## src/rtl/fetch_pkg.sv

```systemverilog
// Shared definitions for the instruction fetch stage: reserved control
// opcodes, FSM state encoding, default widths and instruction field layout.
package fetch_pkg;

  // Default geometry: 16-entry store of 12-bit words {opcode, operand_a, operand_b}
  localparam int PC_W_DEF   = 4;
  localparam int DATA_W_DEF = 4;
  localparam int INSTR_W    = 3 * DATA_W_DEF;

  // Field positions in units of DATA_W; the field's lsb is index * DATA_W
  localparam int FIELD_OPC = 2;
  localparam int FIELD_OPA = 1;
  localparam int FIELD_OPB = 0;

  // Control opcodes resolved inside fetch; execute never sees these values
  localparam logic [3:0] OP_HALT = 4'hE;
  localparam logic [3:0] OP_JMP  = 4'hF;

  typedef enum logic [1:0] {
    ST_IDLE  = 2'd0,
    ST_FETCH = 2'd1,
    ST_ISSUE = 2'd2,
    ST_HALT  = 2'd3
  } fetch_state_e;

  // Low bit of a field inside an instruction word built from data_w-wide fields
  function automatic int field_lsb(input int field, input int data_w);
    return field * data_w;
  endfunction

endpackage

```

## src/rtl/instruction_fetch_if.sv

```systemverilog
// Issue bus between the fetch stage (master) and the execute stage (slave).
// Carries the decoded fields, the address they came from and a valid/ready pair.
interface instruction_fetch_if #(
  parameter int PC_W   = 4,
  parameter int DATA_W = 4
);

  logic [DATA_W-1:0] opcode;
  logic [DATA_W-1:0] operand_a;
  logic [DATA_W-1:0] operand_b;
  logic [PC_W-1:0]   pc;
  logic              instr_valid;
  logic              instr_ready;

  // Fetch side: drives the instruction, observes acceptance
  modport master (
    output opcode,
    output operand_a,
    output operand_b,
    output pc,
    output instr_valid,
    input  instr_ready
  );

  // Execute side: consumes the instruction, drives acceptance
  modport slave (
    input  opcode,
    input  operand_a,
    input  operand_b,
    input  pc,
    input  instr_valid,
    output instr_ready
  );

endinterface

```

## src/rtl/program_rom.sv

```systemverilog
// Program store: 2**ADDR_W words, one synchronous write port and one
// synchronous read port. The read register doubles as the instruction register.
module program_rom #(
  parameter int ADDR_W = 4,
  parameter int WORD_W = 12
) (
  input  logic              clk,
  input  logic              we,
  input  logic [ADDR_W-1:0] waddr,
  input  logic [WORD_W-1:0] wdata,
  input  logic              re,
  input  logic [ADDR_W-1:0] raddr,
  output logic [WORD_W-1:0] rdata
);

  logic [WORD_W-1:0] mem [2**ADDR_W];

  // Write port and registered read port
  // NOTE: the array and read register take no reset, so the program survives
  // a reset and the store maps onto plain RAM without per-bit clear logic.
  always_ff @(posedge clk) begin
    if (we) begin
      mem[waddr] <= wdata;
    end
    if (re) begin
      rdata <= mem[raddr];
    end
  end

endmodule

```

## src/rtl/instruction_fetch.sv

```systemverilog
// Instruction fetch stage of the 4-bit processor. Walks the program store with
// a program counter, resolves JMP and HALT locally and hands every other word
// to execute over a valid/ready handshake.
// Optional build macro: FETCH_PREFETCH_EN -- on an accepted issue the next
// word is read in the same cycle so instructions can issue back to back.
module instruction_fetch
  import fetch_pkg::*;
#(
  parameter int PC_W   = PC_W_DEF,
  parameter int DATA_W = DATA_W_DEF
) (
  input  logic                  clk,
  input  logic                  reset,
  input  logic                  start,
  input  logic                  prog_we,
  input  logic [PC_W-1:0]       prog_addr,
  input  logic [3*DATA_W-1:0]   prog_data,
  instruction_fetch_if.master   issue,
  output logic                  busy,
  output logic                  halted
);

  localparam int IW      = 3 * DATA_W;
  localparam int OPC_LSB = field_lsb(FIELD_OPC, DATA_W);
  localparam int OPA_LSB = field_lsb(FIELD_OPA, DATA_W);
  localparam int OPB_LSB = field_lsb(FIELD_OPB, DATA_W);

  localparam logic [1:0] IDLE  = ST_IDLE;
  localparam logic [1:0] FETCH = ST_FETCH;
  localparam logic [1:0] ISSUE = ST_ISSUE;
  localparam logic [1:0] HALT  = ST_HALT;

  logic [1:0]        state, state_nx;
  logic [PC_W-1:0]   pc_q, pc_nx, pc_inc;
  logic              ir_ok;        // instruction register holds a fetched word
  logic              rd_en;
  logic [PC_W-1:0]   rd_addr;
  logic              wr_en;
  logic [IW-1:0]     ir;
  logic [DATA_W-1:0] ir_opc, ir_opa, ir_opb;
  logic              is_halt, is_jmp, is_ctrl;
  logic              accept;

  // Program writes are only honoured while the processor is stopped
  assign wr_en = prog_we && ((state == IDLE) || (state == HALT));

  program_rom #(
    .ADDR_W (PC_W),
    .WORD_W (IW)
  ) u_rom (
    .clk   (clk),
    .we    (wr_en),
    .waddr (prog_addr),
    .wdata (prog_data),
    .re    (rd_en),
    .raddr (rd_addr),
    .rdata (ir)
  );

  // Instruction register field split and control-opcode decode
  assign ir_opc  = ir[OPC_LSB +: DATA_W];
  assign ir_opa  = ir[OPA_LSB +: DATA_W];
  assign ir_opb  = ir[OPB_LSB +: DATA_W];
  assign is_halt = ir_ok && (ir_opc == DATA_W'(OP_HALT));
  assign is_jmp  = ir_ok && (ir_opc == DATA_W'(OP_JMP));
  assign is_ctrl = is_halt || is_jmp;
  assign pc_inc  = pc_q + PC_W'(1);

  // Issue bus: valid is a pure decode of state and the registered opcode;
  // control words and never-fetched contents show as zero fields
  assign issue.instr_valid = (state == ISSUE) && !is_ctrl;
  assign issue.opcode      = (ir_ok && !is_ctrl) ? ir_opc : '0;
  assign issue.operand_a   = (ir_ok && !is_ctrl) ? ir_opa : '0;
  assign issue.operand_b   = (ir_ok && !is_ctrl) ? ir_opb : '0;
  assign issue.pc          = pc_q;
  assign accept            = issue.instr_valid && issue.instr_ready;

  assign busy   = (state == FETCH) || (state == ISSUE);
  assign halted = (state == HALT);

  // Next-state, next-pc and store read request
  // NOTE: every output of this block gets a default first, so no path leaves
  // a signal unassigned and no latch is inferred.
  always_comb begin
    state_nx = state;
    pc_nx    = pc_q;
    rd_en    = 1'b0;
    rd_addr  = pc_q;
    case (state)
      IDLE, HALT: begin
        if (start) begin
          state_nx = FETCH;
          pc_nx    = '0;
        end
      end
      FETCH: begin
        rd_en    = 1'b1;
        state_nx = ISSUE;
      end
      ISSUE: begin
        if (is_halt) begin
          state_nx = HALT;
        end else if (is_jmp) begin
          pc_nx    = PC_W'(ir_opb);
          state_nx = FETCH;
        end else if (accept) begin
          pc_nx = pc_inc;
`ifdef FETCH_PREFETCH_EN
          rd_en    = 1'b1;
          rd_addr  = pc_inc;
          state_nx = ISSUE;
`else
          state_nx = FETCH;
`endif
        end
      end
      default: state_nx = IDLE;
    endcase
  end

  // State, program counter and instruction-register-valid flag
  // NOTE: sequential state is updated with non-blocking assignments so every
  // register samples pre-edge values regardless of block ordering.
  always_ff @(posedge clk or posedge reset) begin
    if (reset) begin
      state <= IDLE;
      pc_q  <= '0;
      ir_ok <= 1'b0;
    end else begin
      state <= state_nx;
      pc_q  <= pc_nx;
      if (rd_en) begin
        ir_ok <= 1'b1;
      end
    end
  end

endmodule

```

## src/flat_wrapper.sv

```systemverilog
// flat-port wrapper written by rule: the top's interface ports become plain ports
module instruction_fetch_flat import fetch_pkg::*;
#(
  parameter int PC_W   = PC_W_DEF,
  parameter int DATA_W = DATA_W_DEF
)
  (clk, reset, start, prog_we, prog_addr, prog_data, busy, halted, issue_opcode, issue_operand_a, issue_operand_b, issue_pc, issue_instr_valid, issue_instr_ready);
  instruction_fetch_if #(.PC_W(PC_W), .DATA_W(DATA_W)) issue_i ();
  input  logic clk;
  input  logic reset;
  input  logic start;
  input  logic prog_we;
  input  logic [PC_W-1:0] prog_addr;
  input  logic [3*DATA_W-1:0] prog_data;
  output logic busy;
  output logic halted;
  output wire logic [$bits(issue_i.opcode)-1:0] issue_opcode;
  output wire logic [$bits(issue_i.operand_a)-1:0] issue_operand_a;
  output wire logic [$bits(issue_i.operand_b)-1:0] issue_operand_b;
  output wire logic [$bits(issue_i.pc)-1:0] issue_pc;
  output wire logic [$bits(issue_i.instr_valid)-1:0] issue_instr_valid;
  input wire logic [$bits(issue_i.instr_ready)-1:0] issue_instr_ready;
  assign issue_opcode = issue_i.opcode;
  assign issue_operand_a = issue_i.operand_a;
  assign issue_operand_b = issue_i.operand_b;
  assign issue_pc = issue_i.pc;
  assign issue_instr_valid = issue_i.instr_valid;
  assign issue_i.instr_ready = issue_instr_ready;
  instruction_fetch #(.PC_W(PC_W), .DATA_W(DATA_W)) u_core (.clk(clk), .reset(reset), .start(start), .prog_we(prog_we), .prog_addr(prog_addr), .prog_data(prog_data), .issue(issue_i), .busy(busy), .halted(halted));
endmodule
```

## config.mk

```make
export PLATFORM = sky130hd
export DESIGN_NAME = instruction_fetch_flat
export DESIGN_NICKNAME = d
export VERILOG_FILES = /design/src/rtl/fetch_pkg.sv /design/src/rtl/instruction_fetch_if.sv /design/src/rtl/program_rom.sv /design/src/rtl/instruction_fetch.sv /design/src/flat_wrapper.sv
export SDC_FILE = /design/constraint.sdc
export NUM_CORES = 1
export LEC_CHECK = 0
export ABC_AREA = 1
export CELL_PAD_IN_SITES_DETAIL_PLACEMENT = 1
export CELL_PAD_IN_SITES_GLOBAL_PLACEMENT = 1
export CORE_ASPECT_RATIO = 0.6
export CORE_UTILIZATION = 48
export DETAILED_ROUTE_END_ITERATION = 10
export HOLD_SLACK_MARGIN = 0.03
export PLACE_DENSITY = 0.81
export SLEW_MARGIN = 20
export SYNTH_ARGS = -nofsm -noshare
export SYNTH_HDL_FRONTEND = slang
export SYNTH_SLANG_ARGS = --single-unit
```

## constraint.sdc

```tcl
create_clock -name clk -period 2.96 [get_ports clk]
set_clock_uncertainty 0.15 [all_clocks]
set_input_delay 0.444 -clock clk [delete_from_list [all_inputs] [get_ports clk]]
set_output_delay 0.444 -clock clk [all_outputs]
set_load 0.005 [all_outputs]
```

==> impl_metrics.yaml, run 1 <==
critical_path:
  cp-start-kind: "flip-flop"
  cp_slowest_stage_delay_ps: 490
  worstPathRequired_ps: 2370
  critPathArrivalTime_ps: 2120
  crit_slowest_cell: "clkdlybuf4s50_1"
  cp_max_fo: 11
  worst-setup-path-type: "flip-flop to output pin"
  cp_cell_sequence: "nand2_1, o21ai_2, nor2_1, clkdlybuf4s50_1"
  cp-end-kind: "output pin"
yosys:
  ys_ff_latch: 211
  yosys.area_share.simple_pct: 22.78
  synth_xor_area_share_pct: 0.09542
  synth_compound_area_share_pct: 0.2726
  yosys_warnings: 0
  synthMuxAreaShare_pct: 0
  synth.avg_cell_area_sq_um: 10.21
  synth_top_family_by_area: "simple AND/OR/NAND/NOR gates"
  synthesis.nets: 924
  synth_fa_ha_area_share_pct: 0.5453
  syn_area_sq_um: 9179
  yosysUniqueCellTypes: 20
  syn_inst: 899
  yosysSeqAreaShare_pct: 68.65
routing:
  drtIter0Drc: 537
  avgViaCountPerCell: 5.411
  route.detailed.wl_per_inst_microns: 21.00
  drtAntennaViolNets: 0
  drc_errors: 0
  drt-total-wl_mm: 25.35
  via_count: 6531
  firstDrtPassIters: 5
power:
  p_switching_mw: 2.825
  p_leak_nw: 4.405
  power.density_nw_per_um2: 816.9
  ir_drop_v: 0.0005832
  p_seq_share_pct: 42.0
  p_sw_share_pct: 32.78
  intPower_mw: 5.795
  pwr-share-clk_pct: 29.5
  combPwrFrac_pct: 28.5
global_route:
  antenna_found_initial: 0
  grt_util_all_layers_pct: 26.86
  grt-ovfl-total: 0
  grt_pass1_wl_mm: 38.92
  grt_max_degree: 56
  grt_pass1_vias: 6816
timing:
  fmax_mhz: 368.6
  period_needed_ps: 2713
  report.final.slew_viol_count: 0
  fin_tns_setup_ps: 0
  rsz0062_at_grt: "false"
  setup_viol: 0
  hold_slack_ps: 43.85
  timing.final.crit_share_pct: 91.66
  worst_pin_slew_ps: 883.4
  relSlewSlack_pct: 41.10
  hold_viol_final: 0
clock_tree:
  clk_latency_ps: 490
  cts_made_buffers: 20
  clk_path_buf_depth: 3
  cts_sinks: 211
  root_buffer: "clkbuf_16"
  cts_tree: "built"
  htree_levels: 1
  cts.clk_slew.worst_paths_ps: 60
placement:
  io_buffers: 39
  dp_hpwl_mm: 15.91
  gp_congestion: 0.7950
cells_and_area:
  nFillCells: 1995
  final_nets: 978
  syn2layout_area_growth_pct: 14.97
  num_antenna_cells: 0
  drive_above_1_share_pct: 6.825
floorplanning:
  pin_count: 40
  die_x_microns: 180.5
  rows: 38
  start_util_pct: 49.88
  dieArea_sq_um: 19700
  die_h_microns: 109.1
  core-area_sq_um: 18400
flow_run:
  maxCapViolCount: 0
hold_path:
  hold_path.class: "primary input to asynchronous set/reset pin"
outcome:
  outcome: "complete, no violations"
-- layout by cell type (no fill, tap or decap) --
cell type and instances:
nor2_1 42, clkinv_1 6, nor3_1 1, inv_1 124, dfrtp_4 1, ha_1 4
nand3_1 126, dfrtp_1 5, bufinv_16 2, o21ai_2 1, a21oi_1 2, o21ai_0 2
edfxtp_1 204, nand4_1 1, dfrtp_2 1, clkdlybuf4s50_1 39, nor3_2 4, inv_2 1
inv_4 1, buf_4 33, clkbuf_16 21, nand2_1 337, clkbuf_1 7, xor2_1 1
or2_2 1
-- stage by stage --
stage / utilization (%) / instance area (sq um) / setup WS (ps) / std cells / power, mW
floorplan: - / 9179 / 671.1 / 899 / 5.169
global placement: 53.88 / 9915 / 420.1 / 1171 / 6.020
detailed placement: 53.88 / 9915 / 194.1 / 1171 / 6.110
CTS: 57.33 / 10550 / 23.17 / 1207 / 8.672
global route: 57.35 / 10550 / 134.9 / 1207 / 9.061
finish: 57.35 / 10550 / 246.8 / 1207 / 8.620
-- power groups by stage --
| stage | clock network, mW | registers (mW) | logic [mW] |
|---|---|---|---|
| 5_1_grt | 2.69 | 3.63 | 2.74 |
| 3_3_place_gp | 0 | 3.67 | 2.35 |
| 3_5_place_dp | 0 | 3.68 | 2.43 |
| 2_1_floorplan | 0 | 3.63 | 1.54 |
| 6_report | 2.54 | 3.62 | 2.46 |
| 4_1_cts | 2.59 | 3.62 | 2.47 |
-- per-layer routing --
metal / global-route usage [%] / vias up / routed length, microns
met3: 3.908 / 44 / 1506
met1: 36.22 / 3295 / 11170
met4: 7.448 / 0 / 573
li1: - / 3011 / -
met5: 0 / - / 0
met2: 46.04 / 181 / 12090
-- sequential cells by signal (all words and copies together), names as in the netlist --
register / flops
u_core.u_rom.mem: 192
u_core.ir_ok: 1
u_core.state: 2
u_core.u_rom.rdata: 12
u_core.issue.pc: 4
-- cells by family after synthesis --
group / after synthesis
AO/OA/AOI/OAI: 5
XOR/XNOR: 1
adder cells (fa/ha/maj): 4
buffers and inverters: 166
flip-flops: 211
AND/OR/NAND/NOR: 512
-- final timing paths --
check	startpoint	to	slack [ps]	cells past startpoint
max	u_core.ir_ok	issue_operand_b[1]	250	4
min	reset	u_core.ir_ok	40	2
max reg2reg	u_core.issue.pc[0]	u_core.u_rom.rdata[9]	770	7
min reg2reg	u_core.ir_ok	u_core.ir_ok	400	1
max in group asynchronous	reset	u_core.issue.pc[0]	2350	2
min in group clk	u_core.ir_ok	u_core.ir_ok	400	1
-- cell usage after synthesis --
master | n | area, sq um
nor2_1 | 42 | 157.7
or2_2 | 1 | 6.260
nand2_1 | 337 | 1265
inv_2 | 1 | 3.750
buf_6 | 5 | 56.30
edfxtp_1 | 204 | 6126
nand4_1 | 1 | 6.260
buf_2 | 20 | 100.1
nand3_1 | 126 | 630.6
inv_1 | 124 | 465.5
ha_1 | 4 | 50.05
o21ai_0 | 3 | 15.01
xor2_1 | 1 | 8.760
inv_4 | 1 | 6.260
a21oi_1 | 2 | 10.01
dfrtp_1 | 7 | 175.2
buf_4 | 4 | 30.03
buf_1 | 4 | 15.01
clkbuf_1 | 7 | 26.28
nor3_1 | 5 | 25.02
-- area by class of cell --
type / instances / area, sq um / area share, %
multi-input cells: 522 / 2198 / 20.83
inverters: 126 / 475.5 / 4.506
repair buffers: 72 / 638.1 / 6.047
flip-flops and latches: 211 / 6306 / 59.76
clock inverters: 8 / 82.58 / 0.7825
well taps: 240 / 300.3 / 2.846
clock buffers: 28 / 551.8 / 5.229
-- critical path, delay by kind of cell (launching register included) --
kind,cells,cell delay [ps]
flip-flops,1,390
buffers and inverters,1,490
AND/OR/NAND/NOR,2,270
AO/OA/AOI/OAI,1,470
-- repair_timing --
item / in CTS / in global routing
buffers inserted: 0 / 0
resized for setup: 1 / 1
endpoints found under the setup margin: 11 / 11
hold buffers: 0 / 0
Note: power is estimated with default switching activity, not from simulation.
==> inputs of run 2 (changes only) <==
Settings changed: ABC_AREA 1 to 0, CORE_UTILIZATION 48 to 53.
==> run 2 against run 1 <==
  * Power shrank 8.8%
  * Design area shrank 7.9%
  * Flip-flop and latch count is the same
  * Highest routed layer unchanged
==> impl_metrics.yaml, run 2 <==
power:
  pwr-share-clk_pct: 29.5
  p_sw_share_pct: 26.91
  intPower_mw: 5.746
  p_leak_nw: 3.172
  p_seq_share_pct: 46.4
  p_switching_mw: 2.116
  power.density_nw_per_um2: 809.4
  combPwrFrac_pct: 24.2
  ir_drop_v: 0.0005397
  finalPower_mw: 7.863
routing:
  via_count: 4428
  drc_errors: 0
  drtIter0Drc: 478
  route.detailed.wl_per_inst_microns: 29.46
  firstDrtPassIters: 5
  drtAntennaViolNets: 0
  avgViaCountPerCell: 6.483
  drt-total-wl_mm: 20.12
cells_and_area:
  num_antenna_cells: 0
  drive_above_1_share_pct: 18.96
  largest_reg_flops: 192
  final_cell_mix: "edfxtp_1, clkdlybuf4s50_1, buf_4, mux4_2, mux4_1"
  seqCellArea_sq_um: 6304
  finish.instance_area_sq_um: 9714
  nFillCells: 1242
  multiInputGateArea_sq_um: 1914
  syn2layout_area_growth_pct: 16.05
  layout_commonest_cell: "edfxtp_1"
  regMostFlops: "u_core.u_rom.mem"
  final_nets: 493
yosys:
  ys_async_sr_fraction_pct: 3.318
  yosys-top-cells-area: "edfxtp_1, mux4_2, mux4_1, dfrtp_1, a221o_1"
  synth_top_area_share_pct: 73.18
  yosysTopAreaCell: "edfxtp_1"
  ys_ff_latch: 211
  synth.avg_cell_area_sq_um: 21.08
  yosys_warnings: 0
  syn_inst: 397
  synth_edf_count: 204
  yosysSeqAreaShare_pct: 75.28
  synth.top_cells.by_count: "edfxtp_1, mux4_2, mux4_1"
  post-synth-top-count-cell: "edfxtp_1"
  yosysUniqueCellTypes: 38
  synth_ff_type: "edfxtp_1"
  synthesis.nets: 422
  syn_area_sq_um: 8371
clock_tree:
  ctsResizeCount: 0
  clk_latency_ps: 500
  cts.clk_slew.worst_paths_ps: 60
  root_buffer: "clkbuf_16"
  clk_path_buf_depth: 3
  htree_levels: 1
  holdBufCountCts: 0
  cts_sinks: 211
  cts_tree: "built"
  cts_made_buffers: 20
critical_path:
  critPathArrivalTime_ps: 2240
  cp_max_fo: 5
  crit_top_cell: "inv_1"
  cp_slowest_stage_delay_ps: 550
  rr_endpoint: "u_core.u_rom.mem[10][9]"
  worstPathRequired_ps: 2370
  rrSetupSlack_ps: 550
  cp-end-kind: "output pin"
  crit_slowest_cell: "clkdlybuf4s50_1"
  crit_buf_inv: 4
  cp-start-kind: "flip-flop"
  worst-setup-path-type: "flip-flop to output pin"
  rr_startpoint: "u_core.state[0]"
  cp_cell_sequence: "inv_1, ha_1, buf_4, inv_1, clkdlybuf4s50_1"
  reg2reg_depth: 7
  crit_family: "buffers and inverters"
  worstSetupPathDepth: 5
floorplanning:
  rows: 35
  die_h_microns: 99.35
  die_x_microns: 164.2
  core-area_sq_um: 15370
  start_util_pct: 54.46
  dieArea_sq_um: 16320
  pin_count: 40
timing:
  report.final.slew_viol_count: 0
  fmax_mhz: 352.4
  worst_pin_slew_ps: 686.8
  hold_slack_ps: 78.77
  timing.final.crit_share_pct: 95.86
  hold_viol_final: 0
  setup_viol: 0
  relSlewSlack_pct: 54.21
  period_needed_ps: 2838
  fin_tns_setup_ps: 0
  rsz0062_at_grt: "false"
placement:
  gp_congestion: 0.8512
  placed_cell_area_sq_um: 9116
  dp_hpwl_mm: 12.49
  io_buffers: 39
global_route:
  grt-ovfl-total: 0
  grt_util_all_layers_pct: 25.73
  grt_max_degree: 44
  antenna_found_initial: 0
  grt_pass1_vias: 4527
  grt_pass1_wl_mm: 29.20
outcome:
  outcome: "complete, no violations"
hold_path:
  hold_path.class: "primary input to asynchronous set/reset pin"
flow_run:
  maxCapViolCount: 0
==> run 2: changes by cell type after synthesis, moves of 4 or more <==
cell / delta
a21oi_1: +4
nor2_1: -24
mux4_1: +21
buf_4: -4
a221o_1: +12
a22o_1: +12
mux4_2: +27
and3_1: +11
inv_1: -117
nand3_1: -122
buf_2: -15
nand2_1: -327
==> run 2: metrics by stage <==
stage	setup slack (ps)	util (%)	cells
2_1_floorplan	313.4	-	397
4_1_cts	45.81	63.05	680
5_1_grt	103.3	63.20	683
6_report	122.5	63.20	683
3_3_place_gp	644.8	59.31	646
3_5_place_dp	553.7	59.31	646
==> run 2: power by group through the flow <==
stage | clock [mW] | sequential, mW | combinational [mW]
after floorplan | 0 | 3.63 | 1.20
after global placement | 0 | 3.68 | 1.79
after detailed placement | 0 | 3.69 | 1.88
after CTS | 2.36 | 3.64 | 1.90
after global routing | 2.43 | 3.66 | 2.01
final | 2.32 | 3.65 | 1.90
==> run 2: worst max-delay path by stage <==
| stage | slack, ps | startpoint | end |
|---|---|---|---|
| 3_5_place_dp | 550 | prog_addr[0] | u_core.u_rom.mem[10][2] |
| 4_1_cts | 50 | u_core.u_rom.rdata[9] | issue_operand_b[2] |
| 2_1_floorplan | 310 | u_core.state[0] | u_core.u_rom.mem[0][0] |
| 5_1_grt | 100 | u_core.state[0] | busy |
| 3_3_place_gp | 640 | prog_we | u_core.u_rom.mem[10][2] |
| 6_report | 120 | u_core.state[0] | busy |
==> run 2: what timing repair did <==
action | 4_1_cts | 5_1_grt
buffers inserted | 0 | 3
endpoints found under the hold margin | 0 | 0
endpoints found under the setup margin | 0 | 12
==> run 2: final cells by class <==
class | count | share of cell area (%)
Clock buffer | 27 | 5.422
Clock inverter | 7 | 0.5023
Inverter | 7 | 0.2705
Multi-Input combinational cell | 159 | 19.71
Sequential cell | 211 | 64.89
Tap cell | 203 | 2.615
Timing Repair Buffer | 69 | 6.595
==> run 2: kinds of logic after synthesis <==
kind of cell,after synthesis,share of synthesized area (%)
flops,211,75.28
simple gates,60,3.543
mux,50,14.10
compound gates,44,4.290
buf+inv,27,2.093
fa+ha+maj,4,0.5979
xor+xnor,1,0.1047
==> run 2: per-layer routing <==
metal / GRT usage [%] / wire length [microns] / vias up
li1: - / - / 1828
met1: 38.15 / 8697 / 2353
met2: 40.02 / 9533 / 206
met3: 3.670 / 1347 / 41
met4: 8.333 / 541 / 0
met5: 0 / 0 / -
==> run 2: worst register-to-register path, stage by stage, from the launching register on <==
cell     delay, ps
dfrtp_1        430
inv_1           70
ha_1           370
nand2_1        120
nor2_1         120
nand2_1        130
nor2_1         430
buf_4          290
==> inputs of run 3 (changes only) <==
Settings changed: PLACE_DENSITY 0.81 to 0.86, SLEW_MARGIN 20 to not set.
==> run 3 against run 2 <==
  * Flip-flop and latch count stayed put
  * Non-clock buffer count is 3 lower
  * Fmax is 0.63% higher
  * First-iteration DRC count is 29% lower
==> impl_metrics.yaml, run 3 (synthesis gave the netlist of run 2 again) <==
critical_path:
  cp_slowest_stage_delay_ps: 580
  rr_startpoint: "u_core.issue.pc[0]"
  critPathArrivalTime_ps: 2230
  worstPathRequired_ps: 2370
  cp-end-kind: "output pin"
  cp_cell_sequence: "nand4_1, buf_4, and3_1, clkdlybuf4s50_1"
  cp_max_fo: 15
  reg2reg_depth: 4
  rrSetupSlack_ps: 500
  worst-setup-path-type: "flip-flop to output pin"
  crit_slowest_cell: "dfrtp_1"
  cp-start-kind: "flip-flop"
  rr_endpoint: "u_core.u_rom.rdata[7]"
timing:
  rsz0062_at_grt: "false"
  fmax_mhz: 354.7
  report.final.slew_viol_count: 0
  hold_viol_final: 0
  fin_ws_ps: 140.4
  timing.final.crit_share_pct: 95.26
  hold_slack_ps: 82.43
  relSlewSlack_pct: 38.17
  period_needed_ps: 2820
  fin_tns_setup_ps: 0
  worst_pin_slew_ps: 927.5
  setup_viol: 0
power:
  power.density_nw_per_um2: 823.6
  pwr-share-clk_pct: 31.0
  combPwrFrac_pct: 22.8
  intPower_mw: 5.910
  ir_drop_v: 0.0006800
  p_switching_mw: 2.126
  finalPower_mw: 8.036
  p_leak_nw: 3.188
  p_seq_share_pct: 46.2
  p_sw_share_pct: 26.46
global_route:
  grt_pass1_wl_mm: 30.06
  grt_max_degree: 27
  antenna_found_initial: 0
  grt_pass1_vias: 4579
  grt_util_all_layers_pct: 26.70
  grt-ovfl-total: 0
clock_tree:
  root_buffer: "clkbuf_16"
  clk_path_buf_depth: 3
  clk_latency_ps: 490
  htree_levels: 1
  ctsResizeCount: 0
  holdBufCountCts: 0
  cts_made_buffers: 20
  cts_tree: "built"
  cts.clk_slew.worst_paths_ps: 60
  cts_sinks: 211
cells_and_area:
  final_cell_mix: "edfxtp_1, clkdlybuf4s50_1, mux4_2, buf_4"
  drive_above_1_share_pct: 18.62
  final_nets: 490
  regMostFlops: "u_core.u_rom.mem"
  layout_commonest_cell: "edfxtp_1"
  finalCoreUtilization_pct: 63.48
  num_antenna_cells: 0
  largest_reg_flops: 192
  syn2layout_area_growth_pct: 16.56
routing:
  drc_errors: 0
  drtAntennaViolNets: 0
  drt-total-wl_mm: 20.85
  via_count: 4416
  firstDrtPassIters: 4
  avgViaCountPerCell: 6.485
  route.detailed.wl_per_inst_microns: 30.61
  drtIter0Drc: 339
placement:
  dp_hpwl_mm: 12.41
  io_buffers: 39
  preCtsSetupSlack_ps: 417.8
  gp_congestion: 0.8503
floorplanning:
  rows: 35
  die_h_microns: 99.35
  pin_count: 40
  start_util_pct: 54.46
  core-area_sq_um: 15370
  die_x_microns: 164.2
  dieArea_sq_um: 16320
hold_path:
  hold_path.class: "primary input to asynchronous set/reset pin"
outcome:
  outcome: "complete, no violations"
flow_run:
  maxCapViolCount: 0
run 3: how the worst max path moves through the flow:
stage / start / slack (ps) / cells after the start / end
2_1_floorplan: u_core.state[0] / 310 / 5 / u_core.u_rom.mem[0][0]
3_3_place_gp: u_core.issue.pc[0] / 550 / 4 / u_core.u_rom.rdata[6]
3_5_place_dp: u_core.ir_ok / 420 / 3 / issue_operand_b[1]
4_1_cts: u_core.ir_ok / 260 / 4 / issue_operand_b[1]
5_1_grt: u_core.ir_ok / 30 / 4 / issue_operand_b[1]
6_report: u_core.ir_ok / 140 / 4 / issue_operand_b[1]
run 3: per-stage QoR:
| step | instance area (sq um) | std cells |
|---|---|---|
| floorplan | 8371 | 397 |
| global placement | 9106 | 643 |
| detailed placement | 9106 | 643 |
| CTS | 9757 | 681 |
| global route | 9757 | 681 |
| finish | 9757 | 681 |
run 3: what timing repair did:
action / 4_1_cts / 5_1_grt
setup endpoints to repair: 12 / 0
endpoints found under the hold margin: 0 / 0
setup buffers: 3 / 0
run 3: layout make-up:
class                   count  area [sq um]
clock buffers              28         571.8
clock inverters             7         56.30
fillers                  1266          5614
inverters                   7         26.28
multi-input cells         159          1914
flip-flops and latches    211          6304
well taps                 203         254.0
repair buffers             66         630.6
run 3: per-layer routing:
metal	wire length [microns]	GRT usage [%]
met5	0	0
met4	529	8.832
met3	1070	3.962
met2	10140	43.33
met1	9103	37.78
run 3: power by group through the flow:
stage	logic [mW]	clock network, mW	registers [mW]
after floorplan	1.20	0	3.63
after global placement	1.70	0	3.75
after detailed placement	1.79	0	3.76
after CTS	1.85	2.52	3.71
after global routing	1.94	2.60	3.73
final	1.83	2.49	3.72
run 3: worst max-delay path: cells and delay by family, from the launching register on:
family | cells | cell delay (ps)
buffers and inverters | 2 | 700
and+or+nand+nor | 2 | 440
DFF | 1 | 580
